==> src/rtl/dm_arbiter_pkg.sv <==
`default_nettype none
// ============================================================================
// Module      : dm_arbiter_pkg
// Description : Shared definitions for the data-memory arbiter.
//               - Sequencer state encodings.
//               - The full-word byte-enable value.
//               - The default DM depth.
// Revision    : 1.0 - initial release
// ============================================================================
package dm_arbiter_pkg;

    typedef enum logic [1:0] {
        ST_IDLE   = 2'd0,
        ST_ACCESS = 2'd1,
        ST_MERGE  = 2'd2,
        ST_RESP   = 2'd3
    } state_t;

    localparam logic [3:0] BE_FULL          = 4'hF;
    localparam int         DM_WORDS_DEFAULT = 3072;

endpackage
`default_nettype wire

==> src/rtl/dm_arbiter_byte_merge.sv <==
`default_nettype none
// ============================================================================
// Module      : dm_arbiter_byte_merge
// Description : Combinational byte-lane merge. Each output byte comes from
//               new_word where the matching be bit is set, otherwise from
//               old_word.
// Ports       : old_word [31:0] in  - existing memory word
//               new_word [31:0] in  - lane-aligned store data
//               be       [3:0]  in  - byte enables (bit i -> bits 8i+7:8i)
//               merged   [31:0] out - combined word
// Revision    : 1.0 - initial release
// ============================================================================
module dm_arbiter_byte_merge (
    input  logic [31:0] old_word,
    input  logic [31:0] new_word,
    input  logic [3:0]  be,
    output logic [31:0] merged
);

    genvar i;
    generate
        for (i = 0; i < 4; i++) begin : g_lane
            assign merged[8*i +: 8] = be[i] ? new_word[8*i +: 8] : old_word[8*i +: 8];
        end
    endgenerate

endmodule
`default_nettype wire

==> src/rtl/dm_arbiter.sv <==
`default_nettype none
// ============================================================================
// Module      : dm_arbiter
// Description : Round-robin arbiter/sequencer between two requesters (m0 =
//               CPU MEM stage, m1 = loader/debug) and a single-port,
//               word-wide data memory with combinational read. Sub-word
//               stores are performed as an atomic read-modify-write.
//
// Ports       : clk, reset (async, active-high)
//               m{0,1}_req/we/be/addr/wd/pc   requester inputs
//               m{0,1}_ack/rd/err             requester responses (registered)
//               dm_we/dm_addr/dm_wd           DM command (registered)
//               dm_rd                         DM combinational read data
//
// Options     : DM_ARB_TRACE_EN - when defined, prints one trace line per DM
//               write cycle: "@<pc>: *<addr> <= <data>".
// Revision    : 1.0 - initial release
// ============================================================================
module dm_arbiter
    import dm_arbiter_pkg::*;
#(
    parameter int ADDR_W   = 16,
    parameter int DM_WORDS = DM_WORDS_DEFAULT
) (
    input  logic              clk,
    input  logic              reset,
    input  logic              m0_req,
    input  logic              m0_we,
    input  logic [3:0]        m0_be,
    input  logic [ADDR_W-1:0] m0_addr,
    input  logic [31:0]       m0_wd,
    input  logic [31:0]       m0_pc,
    input  logic              m1_req,
    input  logic              m1_we,
    input  logic [3:0]        m1_be,
    input  logic [ADDR_W-1:0] m1_addr,
    input  logic [31:0]       m1_wd,
    input  logic [31:0]       m1_pc,
    output logic              m0_ack,
    output logic [31:0]       m0_rd,
    output logic              m0_err,
    output logic              m1_ack,
    output logic [31:0]       m1_rd,
    output logic              m1_err,
    output logic              dm_we,
    output logic [ADDR_W-1:0] dm_addr,
    output logic [31:0]       dm_wd,
    input  logic [31:0]       dm_rd
);

    localparam logic [31:0] DM_LIMIT = DM_WORDS[31:0];

    state_t            r_state;
    logic              r_rr_last;   // last granted master (0 = m0, 1 = m1)
    logic              r_we;
    logic [3:0]        r_be;
    logic [31:0]       r_wd;
    logic              r_oor;       // latched out-of-range flag

    // Winner selection: m1 wins when alone, or on a tie when m0 was last.
    logic              w_pick1;
    logic              w_sel_we;
    logic [3:0]        w_sel_be;
    logic [ADDR_W-1:0] w_sel_addr;
    logic [31:0]       w_sel_wd;
    logic              w_sel_oor;

    assign w_pick1    = m1_req && (!m0_req || !r_rr_last);
    assign w_sel_we   = w_pick1 ? m1_we   : m0_we;
    assign w_sel_be   = w_pick1 ? m1_be   : m0_be;
    assign w_sel_addr = w_pick1 ? m1_addr : m0_addr;
    assign w_sel_wd   = w_pick1 ? m1_wd   : m0_wd;
    assign w_sel_oor  = ({{(34-ADDR_W){1'b0}}, w_sel_addr[ADDR_W-1:2]} >= DM_LIMIT);

    // Only in-range stores with a partial, non-empty mask need the merge pass.
    logic        w_go_merge;
    logic        w_fire;
    logic        w_rd_upd;
    logic [31:0] w_rd_val;
    logic [31:0] w_merged;

    assign w_go_merge = r_we && !r_oor && (r_be != BE_FULL) && (r_be != 4'h0);
    assign w_fire     = ((r_state == ST_ACCESS) && !w_go_merge) || (r_state == ST_MERGE);
    assign w_rd_upd   = (r_state == ST_ACCESS) && (r_oor || !r_we);
    assign w_rd_val   = r_oor ? 32'h0 : dm_rd;

    dm_arbiter_byte_merge u_merge (
        .old_word (dm_rd),
        .new_word (r_wd),
        .be       (r_be),
        .merged   (w_merged)
    );

    always_ff @(posedge clk or posedge reset) begin
        if (reset) begin
            r_state   <= ST_IDLE;
            r_rr_last <= 1'b1;
            r_we      <= 1'b0;
            r_be      <= 4'h0;
            r_wd      <= 32'h0;
            r_oor     <= 1'b0;
            m0_ack    <= 1'b0;
            m0_rd     <= 32'h0;
            m0_err    <= 1'b0;
            m1_ack    <= 1'b0;
            m1_rd     <= 32'h0;
            m1_err    <= 1'b0;
            dm_we     <= 1'b0;
            dm_addr   <= '0;
            dm_wd     <= 32'h0;
        end else begin
            m0_ack <= 1'b0;
            m1_ack <= 1'b0;

            case (r_state)
                ST_IDLE: begin
                    if (m0_req || m1_req) begin
                        r_rr_last <= w_pick1;
                        r_we      <= w_sel_we;
                        r_be      <= w_sel_be;
                        r_wd      <= w_sel_wd;
                        r_oor     <= w_sel_oor;
                        // DM command is set up here so it is valid throughout ACCESS.
                        dm_addr   <= {w_sel_addr[ADDR_W-1:2], 2'b00};
                        dm_wd     <= w_sel_wd;
                        dm_we     <= w_sel_we && (w_sel_be == BE_FULL) && !w_sel_oor;
                        r_state   <= ST_ACCESS;
                    end
                end
                ST_ACCESS: begin
                    if (w_go_merge) begin
                        dm_we   <= 1'b1;
                        dm_wd   <= w_merged;
                        r_state <= ST_MERGE;
                    end else begin
                        dm_we   <= 1'b0;
                        r_state <= ST_RESP;
                    end
                end
                ST_MERGE: begin
                    dm_we   <= 1'b0;
                    r_state <= ST_RESP;
                end
                ST_RESP: begin
                    r_state <= ST_IDLE;
                end
            endcase

            // Response registers for the granted master; the other holds.
            if (w_fire) begin
                if (r_rr_last) begin
                    m1_ack <= 1'b1;
                    m1_err <= r_oor;
                    if (w_rd_upd) m1_rd <= w_rd_val;
                end else begin
                    m0_ack <= 1'b1;
                    m0_err <= r_oor;
                    if (w_rd_upd) m0_rd <= w_rd_val;
                end
            end
        end
    end

    // Word-offset address bits are never used by a word-wide memory.
    logic w_unused_addr;
    assign w_unused_addr = ^{m0_addr[1:0], m1_addr[1:0]};

`ifdef DM_ARB_TRACE_EN
    logic [31:0] r_pc;

    always_ff @(posedge clk or posedge reset) begin
        if (reset) begin
            r_pc <= 32'h0;
        end else if ((r_state == ST_IDLE) && (m0_req || m1_req)) begin
            r_pc <= w_pick1 ? m1_pc : m0_pc;
        end
    end

    always_ff @(posedge clk) begin
        if (dm_we) begin
            $display("@%h: *%h <= %h", r_pc, {{(32-ADDR_W){1'b0}}, dm_addr}, dm_wd);
        end
    end
`else
    logic w_unused_pc;
    assign w_unused_pc = ^{m0_pc, m1_pc};
`endif

endmodule
`default_nettype wire

==> config.mk <==
export PLATFORM = sky130hd
export DESIGN_NAME = dm_arbiter
export DESIGN_NICKNAME = d
export VERILOG_FILES = /design/src/rtl/dm_arbiter_pkg.sv /design/src/rtl/dm_arbiter_byte_merge.sv /design/src/rtl/dm_arbiter.sv
export SDC_FILE = /design/constraint.sdc
export NUM_CORES = 1
export LEC_CHECK = 0
export ABC_AREA = 1
export BUFFER_PORTS_ARGS = -buffer_cell sky130_fd_sc_hd__buf_4
export CORE_UTILIZATION = 40
export CTS_CLUSTER_DIAMETER = 80
export DETAILED_ROUTE_END_ITERATION = 10
export GPL_TIMING_DRIVEN = 0
export PLACE_DENSITY = 0.65
export SYNTH_ARGS = -nofsm -noshare
export SYNTH_HDL_FRONTEND = slang
export SYNTH_SLANG_ARGS = --single-unit
==> constraint.sdc <==
create_clock -name clk -period 16.6 [get_ports clk]
set_input_delay 3.32 -clock clk [delete_from_list [all_inputs] [get_ports clk]]
set_output_delay 3.32 -clock clk [all_outputs]
set_load 0.01 [all_outputs]
======== After elaboration in Yosys (flattened, before gate mapping) ========
Cells that the tools add are included.
cells by class
  add/subtract/negate cells ............... 0
  multipliers ............................. 0
  divide/modulo/power cells ............... 0
  magnitude comparators ................... 1
  equality and inequality tests ........... 7
  shifts and indexed selects .............. 0
  mux-type cells .......................... 22
  bitwise logic cells ..................... 1
  reduce and logical (&&, ||, !) cells .... 29
operators with widths
  kind                    number
  $mux W32                4
  $pmux W32 S2            1
  $mux W8                 4
  $mux W16                1
  $ge A14 B12 Y1 const B  1
  $reduce_and A3 Y1       3
  $logic_and A1 B1 Y1     8
  $mux W1                 8
  $pmux W2 S4             1
  $reduce_and A2 Y1       4
  $logic_not A1 Y1        6
  $eq A2 B2 Y1 const B    2
  $eq A4 B4 Y1 const B    1
  $logic_or A1 B1 Y1      4
  $mux W4                 1
  $ne A2 B2 Y1 const B    2
  $ne A4 B4 Y1 const B    1
  $reduce_bool A4 Y1      1
  $pmux W1 S3             1
  $reduce_bool A3 Y1      1
  $eq A2 B1 Y1 const B    1
  $logic_not A2 Y1        1
  $mux W2                 1
  $reduce_bool A2 Y1      1
  $not A1 Y1              1
word-level totals
  bits in registers ....................... 156
  bits in latches ......................... 0
  memory bits (writable) .................. 0
  ROM bits ................................ 0
  bits of input ports ..................... 206
  memories ................................ 0

======== Longest topological paths before layout ========
Gate-level depths: netlist of run 1.
  word-level depth ........................ 9
  mapped depth ............................ 10
  gate-level depth less buffers ........... 8

======== Modules after synthesis ========
From an unflattened synthesis of run 1, not the netlist that was laid out.
second synthesis, totals
  cells, all modules ...................... 1022
  area, all modules ....................... 7838.8 µm²
modules (own cells, without submodules)
  module                 times used  cells an instance  area each (µm²)  seq. area each (µm²)
  dm_arbiter             1           918                7418.4           3905.0
  dm_arbiter_byte_merge  1           104                420.4            0.0

======== Worst setup path before layout of run 1 ========
Ideal clock, no wire load.
  path type ............................... input port to flip-flop
  from .................................... input port m1_req
  to ...................................... register dm_addr[14]
  arrival time ............................ 4.190 ns
  path slack .............................. 12.275 ns
  stages on the path ...................... 8
  cells stage by stage .................... buf_2 > nor2_2 > nor2_4 > inv_2 > buf_2 > buf_4 > nand2_1 > o21ai_0
between the ends
  longest elaborated chain between the ends .. 2
ends and longest elaborated chain
  item                                                              RTL line                             source
  start: declaration                                                dm_arbiter.sv:33                     input logic m1_req,
  $logic_and A1 B1 Y1 / $logic_or A1 B1 Y1 (equally long branches)  dm_arbiter.sv:68, dm_arbiter.sv:117
  $mux W16 / $reduce_and A2 Y1 (equally long branches)              -
  end signal: assignment                                            dm_arbiter.sv:124                    dm_addr <= {w_sel_addr[ADDR_W-1:2], 2'b00};
  end: declaration                                                  dm_arbiter.sv:46                     output logic [ADDR_W-1:0] dm_addr,
Several ways; a longest one is shown, not always the timed one.
A chain may end at the register's enable or synchronous reset.

======== Worst setup path after layout of run 1 ========
  from .................................... input port m0_req
  to ...................................... register dm_wd[16]
between the ends
  longest elaborated chain between the ends .. 6
ends and longest elaborated chain
  item                    RTL line           source
  start: declaration      dm_arbiter.sv:27   input logic m0_req,
  $logic_not A1 Y1        dm_arbiter.sv:68   assign w_pick1 = m1_req && (!m0_req || !r_rr_last);
  $logic_or A1 B1 Y1      dm_arbiter.sv:68
  $logic_and A1 B1 Y1     dm_arbiter.sv:68
  $mux W32                dm_arbiter.sv:72   assign w_sel_wd = w_pick1 ? m1_wd : m0_wd;
  $mux W32                dm_arbiter.sv:117  if (m0_req || m1_req) begin
  $pmux W32 S2            dm_arbiter.sv:115  case (r_state)
  end signal: assignment  dm_arbiter.sv:125  dm_wd <= w_sel_wd;
  end signal: assignment  dm_arbiter.sv:133  dm_wd <= w_merged;
  end: declaration        dm_arbiter.sv:47   output logic [31:0] dm_wd,
Several ways; a longest one is shown, not always the timed one. The select of a mux whose other input is x is not followed.

==> results of run 1 <==
-- power groups by stage --
stage | registers (uW) | clock network, uW | logic, uW
4_1_cts | 672 | 367 | 1060
5_1_grt | 694 | 383 | 1180
2_1_floorplan | 722 | 0 | 561
3_5_place_dp | 676 | 0 | 1060
6_report | 672 | 363 | 1050
3_3_place_gp | 674 | 0 | 1040
-- how the worst min path moves through the flow --
stage,depth (start not counted),slack (ps),end
2_1_floorplan,2,450,r_wd[31]$_DFFE_PP0P_
4_1_cts,2,480,m1_rd[20]$_DFFE_PP0P_
6_report,2,470,m1_rd[22]$_DFFE_PP0P_
3_5_place_dp,2,460,m1_rd[20]$_DFFE_PP0P_
3_3_place_gp,2,460,m1_rd[13]$_DFFE_PP0P_
5_1_grt,2,490,m1_rd[22]$_DFFE_PP0P_
-- cell type report --
class	instances	area (sq um)	share of cell area (%)
clock buffers	20	456.7	4.307
inverters	86	330.3	3.115
clock inverters	12	91.34	0.8615
well taps	260	325.3	3.068
repair buffers	252	1912	18.03
plain buffers	74	442.9	4.177
multi-input cells	678	3139	29.61
flip-flops and latches	156	3905	36.83
-- sequential cells by signal, indices dropped and copies added, names as in the netlist, 2 cells and up --
| name | cells |
|---|---|
| dm_addr | 14 |
| dm_wd | 32 |
| m0_rd | 32 |
| m1_rd | 32 |
| r_be | 4 |
| r_state | 2 |
| r_wd | 32 |
-- metal layers --
| metal | global-route usage, % | share of wire (%) | vias up |
|---|---|---|---|
| met5 | 0 | 0 | - |
| li1 | - | - | 3780 |
| met2 | 40.32 | 47 | 257 |
| met3 | 4.084 | 5.4 | 31 |
| met4 | 8.885 | 2.0 | 0 |
| met1 | 34.52 | 46 | 3531 |
-- cell usage after synthesis --
library cell / n / share of area (%)
nor2_1: 52 / 2.5
a21oi_1: 34 / 2.2
nand2_2: 3 / 0.24
buf_2: 27 / 1.7
nand3_1: 42 / 2.7
nand2_4: 3 / 0.43
buf_1: 5 / 0.24
a21oi_4: 1 / 0.21
a31oi_1: 4 / 0.32
buf_4: 13 / 1.3
conb_1: 1 / 0.048
nand4_1: 65 / 5.2
a21oi_2: 1 / 0.11
nor2_4: 1 / 0.14
clkbuf_1: 18 / 0.87
ha_1: 4 / 0.64
inv_2: 8 / 0.38
dfrtp_1: 155 / 50
o22ai_1: 1 / 0.080
buf_6: 11 / 1.6
o21ai_1: 37 / 2.4
nor2_2: 1 / 0.080
nand3b_4: 1 / 0.26
nand3_2: 2 / 0.26
clkinv_1: 1 / 0.048
o21ai_0: 123 / 7.9
inv_1: 77 / 3.7
nand2_1: 300 / 14
dfstp_2: 1 / 0.34
or2_2: 1 / 0.080
-- logic make-up (layout without fill, tap and decap cells) --
group / Yosys count / after routing / share of synthesized area, %
AO/OA/AOI/OAI: 201 / 201 / 13.16
adder cells (fa/ha/maj): 4 / 4 / 0.6412
buffers and inverters: 160 / 444 / 9.809
flip-flops: 156 / 156 / 50.02
other: 1 / 2 / 0.04804
AND/OR/NAND/NOR: 471 / 471 / 26.32
-- layout by cell type, fill, tap and decap left out, drive strengths merged --
cell	n
clkinv	10
nand4	65
clkinvlp	2
dfrtp	155
clkbuf	38
nor2	54
dfstp	1
or2	1
a31oi	4
nand2	306
a21oi	36
o22ai	1
ha	4
nand3	44
inv	86
o21ai	160
buf	308
conb	2
nand3b	1
-- critical path, stage by stage --
cell and delay (ps):
buf_4 130, nand2_4 100, nand2_2 120, buf_6 180
buf_6 150, o21ai_0 400, o21ai_1 100, nand3_1 80
nand2_1 50
-- metrics by stage --
step	instances	area [sq um]
after CTS	1538	10600
final	1538	10600
after floorplan	994	7810
after global routing	1538	10600
after detailed placement	1506	10050
after global placement	1505	10020
==> flow_summary.json, run 1 <==
{
  "status": "complete, no violations",
  "final-max-slew-violation-count": 0,
  "numPortBuffers": 251,
  "irDropWorstVdd_uv": 96.26,
  "clk_pin_slew_ps": 60,
  "crit_path_max_fanout": 10,
  "drc_errors": 0,
  "fp.dieH_microns": 141.7,
  "groute.usage.overall_pct": 25.18,
  "seqPwrFrac_pct": 32.2,
  "initial_utilization_pct": 41.32,
  "hold_class": "reg -> reg",
  "critPathArrivalTime_ps": 4650,
  "regToRegStartpoint": "r_state[1]$_DFFE_PP0P_",
  "end_kind": "register",
  "crit_path_end": "dm_wd[16]$_DFFE_PP0P_",
  "cts-buffers-inserted": 17,
  "post-cts-setup-buffer-count": 0,
  "ys.warnings.count": 0,
  "fin_nets": 1475,
  "fp.dieW_microns": 141.7,
  "cts_sinks": 156,
  "grt_antenna_before_repair": 0,
  "rows": 50,
  "io-pin-count": 323,
  "fin_tns_setup_ps": 0,
  "ys_seq_elements": 156,
  "dp_hpwl_mm": 18.58,
  "postSynthCellCount": 993,
  "ff2ff_path_depth": 9,
  "syn2layout_area_growth_pct": 35.82,
  "nFillCells": 1887,
  "final_core_util_pct": 56.12,
  "syn-cell-area_sq_mm": 0.007806,
  "diodes": 0,
  "initialDrtViolationCount": 445,
  "power_density_mw_per_mm2": 196.9,
  "cts_tree": "built",
  "finalCriticalPeriod_ps": 4335,
  "intPower_uw": 1186,
  "dp_slack_ps": 11810,
  "wl_mm": 24.56,
  "cp.required_ps": 16920,
  "holdWs_ps": 471.1,
  "yosys.cell_types.count": 30,
  "slew_headroom_pct": 62.98,
  "finClkSkew_ps": 13.67,
  "layout-drive-gt1-share_pct": 28.01,
  "ys_seq_area_share_pct": 50.02,
  "grt_setup_unrepaired": "false",
  "post-route-period-util_pct": 26.11,
  "power.switching_uw": 901.4,
  "worst_pin_slew_ps": 555.2,
  "min-delay-start": "m1_rd[22]$_DFFE_PP0P_",
  "fmax_mhz": 230.7,
  "start_kind": "primary input",
  "crit_type": "in -> reg",
  "finalSetupViolations": 0,
  "die-area_sq_mm": 0.02008,
  "clk_latency_ps": 430,
  "vias_per_cell": 4.941,
  "grt_pass1_wl_mm": 39.02,
  "final_hold_viol_count": 0,
  "synth.avg_cell_area_sq_um": 7.861,
  "h-tree-depth": 4,
  "power.total_uw": 2087,
  "fin_ws_ps": 12270,
  "crit_path_start": "m0_req",
  "switching_share_pct": 43.19,
  "r2r_end": "m1_rd[22]$_DFFE_PP0P_",
  "clk_path_buf_depth": 2,
  "gp_congestion": 0.8603,
  "p_clk_share_pct": 17.4,
  "grt_overflow_total": 0,
  "cts_hold_buf": 0,
  "cts_resized": 0,
  "clockRootBuffer": "clkbuf_16",
  "rrSetupSlack_ps": 14620,
  "postRouteAntennaNets": 0,
  "max_cap_viol_count": 0,
  "drt-pass1-iter-count": 5,
  "p_comb_share_pct": 50.4,
  "routedWlPerCell_microns": 15.97,
  "p_leak_uw": 0.005741,
  "vias": 7599,
  "grt_max_degree": 104,
  "core_sq_mm": 0.01889,
  "grt_pass1_vias": 7291
}
Note: power is estimated with default switching activity, not from simulation.
==> run 2, diff against run 1 <==
==> constraint.sdc (replaced) <==
create_clock -name clk -period 4.45 [get_ports clk]
set_input_delay 0.89 -clock clk [delete_from_list [all_inputs] [get_ports clk]]
set_output_delay 0.89 -clock clk [all_outputs]
set_load 0.01 [all_outputs]
==> flow_summary.json, run 2 (synthesis gave the netlist of run 1 again) <==
{
  "status": "complete, no violations",
  "initialDrtViolationCount": 558,
  "final_core_util_pct": 56.42,
  "io-pin-count": 323,
  "grt_overflow_total": 0,
  "clk_latency_ps": 430,
  "drc_errors": 0,
  "drt-pass1-iter-count": 5,
  "grt_antenna_before_repair": 0,
  "grt_max_degree": 41,
  "start_kind": "register",
  "routedWlPerCell_microns": 16.10,
  "numPortBuffers": 251,
  "irDropWorstVdd_uv": 334.3,
  "wl_mm": 24.81,
  "fin_nets": 1478,
  "finalSetupViolations": 0,
  "fp.dieH_microns": 141.7,
  "nFillCells": 1877,
  "grt_setup_unrepaired": "false",
  "h-tree-depth": 4,
  "final_hold_viol_count": 0,
  "grt_pass1_wl_mm": 38.85,
  "vias": 7651,
  "syn2layout_area_growth_pct": 36.56,
  "clk_pin_slew_ps": 70,
  "cts_hold_buf": 0,
  "end_kind": "register",
  "finClkSkew_ps": 13.79,
  "final-max-slew-violation-count": 0,
  "final_common_cell": "nand2_1",
  "grt_pass1_vias": 7242,
  "fin_tns_setup_ps": 0,
  "holdWs_ps": 425.5,
  "p_leak_uw": 0.005767,
  "post-route-period-util_pct": 44.20,
  "finalCriticalPeriod_ps": 1967,
  "cp.required_ps": 4810,
  "crit_path_max_fanout": 10,
  "cts-buffers-inserted": 17,
  "mostFrequentLayoutCells": "nand2_1, buf_4, dfrtp_1",
  "fp.dieW_microns": 141.7,
  "slew_headroom_pct": 63.30,
  "max_cap_viol_count": 0,
  "rows": 50,
  "core_sq_mm": 0.01889,
  "clockRootBuffer": "clkbuf_16",
  "vias_per_cell": 4.965,
  "power_density_mw_per_mm2": 734.6,
  "fmax_mhz": 508.4,
  "clk_path_buf_depth": 2,
  "cts_resized": 0,
  "crit_type": "reg -> reg",
  "worst_pin_slew_ps": 550.5,
  "groute.usage.overall_pct": 25.17,
  "gp_congestion": 0.8414,
  "postRouteAntennaNets": 0,
  "diodes": 0,
  "cts_tree": "built",
  "cts_sinks": 156,
  "die-area_sq_mm": 0.02008,
  "post-cts-setup-buffer-count": 0,
  "dp_hpwl_mm": 18.89,
  "critPathArrivalTime_ps": 2330,
  "layout-drive-gt1-share_pct": 28.18,
  "hold_class": "in -> async",
  "initial_utilization_pct": 41.32
}
run 2: cell count changes in the layout (fill, tap and decap cells not counted), sizes merged:
cell | before | now
clkinv | 10 | 5
buf | 308 | 311
inv | 86 | 91
run 2: per-stage QoR:
step | instance area, sq um | cells | power, uW | worst slack, ps
2_1_floorplan | 7814 | 994 | 4785 | 1588
3_3_place_gp | 10020 | 1505 | 6389 | 497.9
3_5_place_dp | 10100 | 1509 | 6463 | 2136
4_1_cts | 10660 | 1541 | 7865 | 2486
5_1_grt | 10660 | 1541 | 8405 | 2329
6_report | 10660 | 1541 | 7830 | 2483
run 2: path summary, 6_finish.rpt:
check / startpoint / endpoint / slack, ps / depth (start not counted)
min in group clk: m1_rd[27]$_DFFE_PP0P_ / m1_rd[27]$_DFFE_PP0P_ / 470 / 2
worst min-delay path: reset / m0_rd[26]$_DFFE_PP0P_ / 430 / 2
worst max register to register: r_state[1]$_DFFE_PP0P_ / m0_rd[18]$_DFFE_PP0P_ / 2480 / 9
worst max-delay path: r_state[1]$_DFFE_PP0P_ / m0_rd[18]$_DFFE_PP0P_ / 2480 / 9
max in group asynchronous: reset / r_wd[6]$_DFFE_PP0P_ / 3250 / 4
worst min register to register: m1_rd[27]$_DFFE_PP0P_ / m1_rd[27]$_DFFE_PP0P_ / 470 / 2
run 2: layer usage:
| metal | vias to the layer above | track usage [%] | share of wire [%] |
|---|---|---|---|
| li1 | 3786 | - | - |
| met1 | 3577 | 34.07 | 45 |
| met2 | 267 | 40.81 | 48 |
| met3 | 21 | 4.995 | 6.0 |
| met4 | 0 | 7.414 | 1.5 |
| met5 | - | 0 | 0 |
run 2: power breakdown:
part	internal, uW	switching (uW)
registers	2120	387
logic	1560	2380
clock network	757	625
run 2: area by class of cell:
type	instances	area [sq um]	share of cell area, %
sequential	156	3905	36.63
buffer	74	442.9	4.155
timing repair buffer	255	1964	18.43
clock buffer	20	456.7	4.284
multi-input combinational	678	3139	29.45
tap	260	325.3	3.052
clock inverter	12	100.1	0.9390
inverter	86	326.6	3.063
run 2: critical path, stage by stage (launching register included):
cell and delay (ps):
dfrtp_1 380, inv_1 120, ha_1 160, buf_4 170, inv_2 130, a21oi_2 250, buf_4 230, buf_2 240
nand4_1 120, nand2_1 90
